### src/rtl/cpu_control_unit_if.sv
// Control-unit bus: instruction/flag in, PC and decoded controls out.
// master = control unit (drives PC/controls), slave = datapath side.
interface cpu_control_unit_if #(
    parameter int PC_WIDTH = 32
);
    logic [31:0]         INSTRUCTION;
    logic                ZERO;
    logic [PC_WIDTH-1:0] PC;
    logic [2:0]          ALUOP;
    logic                WRITEENABLE;
    logic [2:0]          WRITEREG;
    logic [2:0]          READREG1;
    logic [2:0]          READREG2;
    logic [7:0]          IMMEDIATE;
    logic                IMMSEL;
    logic                NEGSEL;
    logic                BRANCH_TAKEN;
    logic                HALTED;

    modport master (
        input  INSTRUCTION, ZERO,
        output PC, ALUOP, WRITEENABLE, WRITEREG, READREG1, READREG2,
        output IMMEDIATE, IMMSEL, NEGSEL, BRANCH_TAKEN, HALTED
    );

    modport slave (
        output INSTRUCTION, ZERO,
        input  PC, ALUOP, WRITEENABLE, WRITEREG, READREG1, READREG2,
        input  IMMEDIATE, IMMSEL, NEGSEL, BRANCH_TAKEN, HALTED
    );
endinterface

### src/rtl/cpu_control_unit.sv
// Decode and PC sequencing for the single-cycle 8-bit CPU.
// Ports: CLK, RESET (sync, active high), bus (master modport of cpu_control_unit_if).
module cpu_control_unit #(
    parameter int PC_WIDTH = 32,
    parameter int PC_STEP  = 4
) (
    input logic              CLK,
    input logic              RESET,
    cpu_control_unit_if.master bus
);
    typedef enum logic {RUN, HALT} state_t;

    state_t              state, state_nxt;
    logic [PC_WIDTH-1:0] pc, pc_nxt, pc_seq, pc_tgt;
    logic [7:0]          op, off;

    assign op  = bus.INSTRUCTION[31:24];
    assign off = bus.INSTRUCTION[23:16];

    assign pc_seq = pc + PC_WIDTH'(PC_STEP);
    // Offset is signed and counts words.
    assign pc_tgt = pc_seq + {{(PC_WIDTH-10){off[7]}}, off, 2'b00};

    assign bus.PC        = pc;
    assign bus.HALTED    = (state == HALT);
    assign bus.WRITEREG  = bus.INSTRUCTION[18:16];
    assign bus.READREG1  = bus.INSTRUCTION[10:8];
    assign bus.READREG2  = bus.INSTRUCTION[2:0];
    assign bus.IMMEDIATE = bus.INSTRUCTION[7:0];

    always_comb begin
        bus.ALUOP        = 3'b000;
        bus.IMMSEL       = 1'b0;
        bus.NEGSEL       = 1'b0;
        bus.WRITEENABLE  = 1'b0;
        bus.BRANCH_TAKEN = 1'b0;
        pc_nxt           = pc;
        state_nxt        = state;
        if (state == RUN) begin
            pc_nxt = pc_seq;
            unique case (op)
                8'h00: begin
                    bus.IMMSEL      = 1'b1;
                    bus.WRITEENABLE = 1'b1;
                end
                8'h01: bus.WRITEENABLE = 1'b1;
                8'h02: begin
                    bus.ALUOP       = 3'b001;
                    bus.WRITEENABLE = 1'b1;
                end
                8'h03: begin
                    bus.ALUOP       = 3'b001;
                    bus.NEGSEL      = 1'b1;
                    bus.WRITEENABLE = 1'b1;
                end
                8'h04: begin
                    bus.ALUOP       = 3'b010;
                    bus.WRITEENABLE = 1'b1;
                end
                8'h05: begin
                    bus.ALUOP       = 3'b011;
                    bus.WRITEENABLE = 1'b1;
                end
                8'h06: begin
                    bus.BRANCH_TAKEN = 1'b1;
                    pc_nxt           = pc_tgt;
                end
                8'h07: begin
                    bus.ALUOP  = 3'b001;
                    bus.NEGSEL = 1'b1;
                    if (bus.ZERO) begin
                        bus.BRANCH_TAKEN = 1'b1;
                        pc_nxt           = pc_tgt;
                    end
                end
                default: begin
                    pc_nxt    = pc;
                    state_nxt = HALT;
                end
            endcase
        end
        // Reset dominates any decoded write or redirect.
        if (RESET) begin
            bus.WRITEENABLE  = 1'b0;
            bus.BRANCH_TAKEN = 1'b0;
        end
    end

    always_ff @(posedge CLK) begin
        if (RESET) begin
            pc    <= '0;
            state <= RUN;
        end else begin
            pc    <= pc_nxt;
            state <= state_nxt;
        end
    end
endmodule

### src/flat_wrapper.sv
// flat-port wrapper written by rule: the top's interface ports become plain ports
module cpu_control_unit_flat 
#(
    parameter int PC_WIDTH = 32,
    parameter int PC_STEP  = 4
)
  (CLK, RESET, bus_INSTRUCTION, bus_ZERO, bus_PC, bus_ALUOP, bus_WRITEENABLE, bus_WRITEREG, bus_READREG1, bus_READREG2, bus_IMMEDIATE, bus_IMMSEL, bus_NEGSEL, bus_BRANCH_TAKEN, bus_HALTED);
  cpu_control_unit_if #(.PC_WIDTH(PC_WIDTH)) bus_i ();
  input logic CLK;
  input logic RESET;
  input wire logic [$bits(bus_i.INSTRUCTION)-1:0] bus_INSTRUCTION;
  input wire logic [$bits(bus_i.ZERO)-1:0] bus_ZERO;
  output wire logic [$bits(bus_i.PC)-1:0] bus_PC;
  output wire logic [$bits(bus_i.ALUOP)-1:0] bus_ALUOP;
  output wire logic [$bits(bus_i.WRITEENABLE)-1:0] bus_WRITEENABLE;
  output wire logic [$bits(bus_i.WRITEREG)-1:0] bus_WRITEREG;
  output wire logic [$bits(bus_i.READREG1)-1:0] bus_READREG1;
  output wire logic [$bits(bus_i.READREG2)-1:0] bus_READREG2;
  output wire logic [$bits(bus_i.IMMEDIATE)-1:0] bus_IMMEDIATE;
  output wire logic [$bits(bus_i.IMMSEL)-1:0] bus_IMMSEL;
  output wire logic [$bits(bus_i.NEGSEL)-1:0] bus_NEGSEL;
  output wire logic [$bits(bus_i.BRANCH_TAKEN)-1:0] bus_BRANCH_TAKEN;
  output wire logic [$bits(bus_i.HALTED)-1:0] bus_HALTED;
  assign bus_i.INSTRUCTION = bus_INSTRUCTION;
  assign bus_i.ZERO = bus_ZERO;
  assign bus_PC = bus_i.PC;
  assign bus_ALUOP = bus_i.ALUOP;
  assign bus_WRITEENABLE = bus_i.WRITEENABLE;
  assign bus_WRITEREG = bus_i.WRITEREG;
  assign bus_READREG1 = bus_i.READREG1;
  assign bus_READREG2 = bus_i.READREG2;
  assign bus_IMMEDIATE = bus_i.IMMEDIATE;
  assign bus_IMMSEL = bus_i.IMMSEL;
  assign bus_NEGSEL = bus_i.NEGSEL;
  assign bus_BRANCH_TAKEN = bus_i.BRANCH_TAKEN;
  assign bus_HALTED = bus_i.HALTED;
  cpu_control_unit #(.PC_WIDTH(PC_WIDTH), .PC_STEP(PC_STEP)) u_core (.CLK(CLK), .RESET(RESET), .bus(bus_i));
endmodule
### config.mk
export PLATFORM = sky130hd
export DESIGN_NAME = cpu_control_unit_flat
export DESIGN_NICKNAME = d
export VERILOG_FILES = /design/src/rtl/cpu_control_unit_if.sv /design/src/rtl/cpu_control_unit.sv /design/src/flat_wrapper.sv
export SDC_FILE = /design/constraint.sdc
export NUM_CORES = 1
export LEC_CHECK = 0
export ABC_CLOCK_PERIOD_IN_PS = 5450
export CELL_PAD_IN_SITES_DETAIL_PLACEMENT = 0
export CELL_PAD_IN_SITES_GLOBAL_PLACEMENT = 1
export CORE_ASPECT_RATIO = 1.5
export CORE_MARGIN = 2
export CORE_UTILIZATION = 40
export CTS_BUF_LIST = sky130_fd_sc_hd__clkbuf_8
export CTS_CLUSTER_SIZE = 28
export DETAILED_ROUTE_END_ITERATION = 8
export HOLD_SLACK_MARGIN = 0.1
export PLACE_DENSITY_LB_ADDON = 0.1
export SKIP_CTS_REPAIR_TIMING = 1
export SLEW_MARGIN = 5
export SYNTH_ARGS = -nofsm -noshare
export SYNTH_HDL_FRONTEND = slang
export SYNTH_SLANG_ARGS = --single-unit
### constraint.sdc
create_clock -name CLK -period 5.45 [get_ports CLK]
set_input_delay 0.8175 -clock CLK [delete_from_list [all_inputs] [get_ports CLK]]
set_output_delay 0.8175 -clock CLK [all_outputs]
set_load 0.03 [all_outputs]
==> impl_metrics.env <==
export IMPL_status="completed"
export IMPL_min_to="u_core.bus.PC[3]"
export IMPL_place_area_sq_mm=0.004424
export IMPL_worstSetupEndpointType="output pin"
export IMPL_syn_inst=512
export IMPL_yosysUniqueCellTypes=69
export IMPL_core_sq_mm=0.009524
export IMPL_die_y_microns=124.4
export IMPL_gp_congestion=0.8867
export IMPL_cts_clk_slew_worst_paths_ns=0.07
export IMPL_worst_endpoint_required_ns=4.63
export IMPL_worstSetupStartpointType="primary input"
export IMPL_final_cell_count_no_fill=665
export IMPL_drv_slew=0
export IMPL_yosys_warnings=0
export IMPL_ys_top_cells_by_area="dfxtp_1 (16%), ha_1 (11%), xnor2_1 (7.2%)"
export IMPL_crit_type="in -> out"
export IMPL_p_switching_uw=169.5
export IMPL_dieWidth_microns=84.29
export IMPL_dp_hpwl_microns=8880
export IMPL_grt_max_degree=35
export IMPL_final_cell_mix="clkdlybuf4s50_1 (58), a21oi_1 (45), nand2_1 (39)"
export IMPL_worst_ep_arrival_time_ns=3.38
export IMPL_fin_skew_ns=0.009234
export IMPL_numCtsBuffers=5
export IMPL_grt_pass1_wl_microns=19460
export IMPL_wl_per_cell_microns=18.09
export IMPL_place_ws_ns=1.264
export IMPL_grt_remaining_overflow=0
export IMPL_relSlewSlack_pct=47.92
export IMPL_ir_worst_vdd_uv=86.10
export IMPL_hold_viol=0
export IMPL_ff2ff_path_depth=14
export IMPL_post_route_drc_count=0
export IMPL_synth_ff_type="dfxtp_1"
export IMPL_min_from="u_core.bus.PC[3]"
export IMPL_clock_latency_ns=0.30
export IMPL_tritoncts="done"
export IMPL_pwr_density_cell_mw_per_mm2=129.7
export IMPL_max_freq_mhz=238.5
export IMPL_async_reset_ff_share_pct=0
export IMPL_stdcell_area_sq_mm=0.004542
export IMPL_critical_path_max_fanout=23
export IMPL_syn_area_per_cell_sq_um=7.554
export IMPL_initialDrtViolationCount=128
export IMPL_cts_max_path_buffers=2
export IMPL_synth_top_area_share_pct=16.05
export IMPL_seq_area_frac_synth_pct=16.05
export IMPL_start_util_pct=40.61
export IMPL_syn_area_sq_mm=0.003867
export IMPL_grt_usage_pct=22.81
export IMPL_antenna_found_initial=0
export IMPL_leakage_nw=1.775
export IMPL_cts_root_buffer="clkbuf_8"
export IMPL_routed_wl_microns=12030
export IMPL_period_share_pct=76.94
export IMPL_setup_ws_ns=1.257
export IMPL_rsz0062_at_grt="no"
export IMPL_first_global_vias=3790
export IMPL_finalSetupTns_ns=0
export IMPL_hold_path_class="reg -> reg"
export IMPL_viasPerCell=5.961
export IMPL_finalSetupViolations=0
export IMPL_drive_above_1_share_pct=7.818
export IMPL_synth_seq_cells=31
export IMPL_period_needed_ns=4.193
export IMPL_p_int_uw=419.5
export IMPL_ant_nets=0
export IMPL_pwr_share_comb_pct=17.9
export IMPL_io_buffer_count=58
export IMPL_ios=92
export IMPL_dieArea_sq_mm=0.01049
export IMPL_dp_cells=657
export IMPL_first_pass_iters=4
export IMPL_worst_slew_pin_transition_ns=0.7813
export IMPL_cts_sinks=31
export IMPL_worstHoldPathCells=2
export IMPL_htree_num_levels=2
export IMPL_area_delta_synth_final_pct=17.44
export IMPL_fin_nets=620
export IMPL_synth_edff_count=0
export IMPL_clockPowerShare_pct=43.2
export IMPL_num_vias=3964
export IMPL_final_common_cell="clkdlybuf4s50_1"
export IMPL_r2r_end="u_core.bus.PC[31]"
export IMPL_ff2ff_setup_slack_ns=1.31
export IMPL_switching_share_pct=28.78
export IMPL_diodes=0
export IMPL_p_seq_share_pct=38.9
export IMPL_r2r_start="u_core.bus.PC[2]"
export IMPL_synth_largest_area_cell="dfxtp_1"
export IMPL_cap_violations=0
export IMPL_fp_row_count=44
-- stage by stage --
stage	hold WS, ns	total power [mW]	utilization (%)
final	0.4969	0.5890	47.69
after global routing	0.5364	0.6117	47.69
after CTS	0.5029	0.5955	47.69
after detailed placement	0.4922	0.3395	46.45
after global placement	0.4833	0.3393	46.45
after floorplan	0.6001	0.3219	-
-- cell type report --
cell class	count	area, sq um
fillers	970	4982
multi-input cells	429	2967
repair buffers	64	625.6
flip-flops and latches	31	620.6
well taps	115	143.9
clock buffers	6	82.58
inverters	18	67.56
clock inverters	2	35.03
-- metal layers --
| metal | track usage [%] | vias up | part of all wire (%) |
|---|---|---|---|
| met2 | 42.30 | 102 | 53 |
| met5 | 0 | - | 0 |
| li1 | - | 1950 | - |
| met1 | 26.17 | 1889 | 40 |
| met3 | 2.651 | 23 | 3.5 |
| met4 | 8.539 | 0 | 2.9 |
-- Yosys cell counts (5+ instances only) --
library cell / instances
a211oi_1: 7
a21o_1: 11
a21oi_1: 45
a221oi_1: 7
a31oi_1: 10
and3_1: 13
buf_2: 7
buf_4: 20
clkbuf_1: 7
dfxtp_1: 31
ha_1: 35
inv_1: 18
nand2_1: 39
nand3_1: 24
nand4_1: 6
nor2_1: 35
nor2b_1: 5
nor3_1: 13
o211ai_1: 6
o21a_1: 7
o21ai_0: 34
o21bai_1: 6
xnor2_1: 32
xor2_1: 19
-- sequential cells by signal (all words and copies together), names as in the netlist --
register           flops
u_core.bus.PC         30
u_core.bus.HALTED      1
-- how the worst max path moves through the flow --
stage | slack [ns] | to | start | depth (start not counted)
6_report | 1.26 | bus_BRANCH_TAKEN | bus_INSTRUCTION[27] | 6
5_1_grt | 0.94 | u_core.bus.PC[31] | u_core.bus.PC[2] | 14
4_1_cts | 1.25 | bus_BRANCH_TAKEN | bus_INSTRUCTION[27] | 6
3_5_place_dp | 1.26 | bus_BRANCH_TAKEN | bus_INSTRUCTION[27] | 6
3_3_place_gp | 1.24 | u_core.bus.PC[31] | u_core.bus.PC[2] | 13
2_1_floorplan | 1.69 | bus_IMMSEL | bus_INSTRUCTION[27] | 5
-- critical path: stages --
cell and delay, ns:
clkdlybuf4s50_1 0.40, or4_4 0.58, or3_1 0.36, buf_4 0.23, nor3_2 0.25, clkdlybuf4s50_1 0.73
-- cell families after synthesis --
kind of cell             count (synthesis)  synth area share, %
multiplexers                             2               0.6469
adder cells (fa/ha/maj)                 36                11.84
buffers and inverters                   54                7.602
AND/OR/NAND/NOR                        171                23.71
other                                    1              0.09696
XOR/XNOR                                51                11.55
AO/OA/AOI/OAI                          166                28.50
flip-flops                              31                16.05
-- power groups by stage --
stage	clock [mW]	combinational, mW	sequential, mW
2_1_floorplan	0	0.0858	0.236
3_3_place_gp	0	0.105	0.234
3_5_place_dp	0	0.105	0.235
4_1_cts	0.261	0.106	0.229
5_1_grt	0.267	0.115	0.229
6_report	0.254	0.106	0.229
No activity file was read; power rests on OpenSTA's default activity.
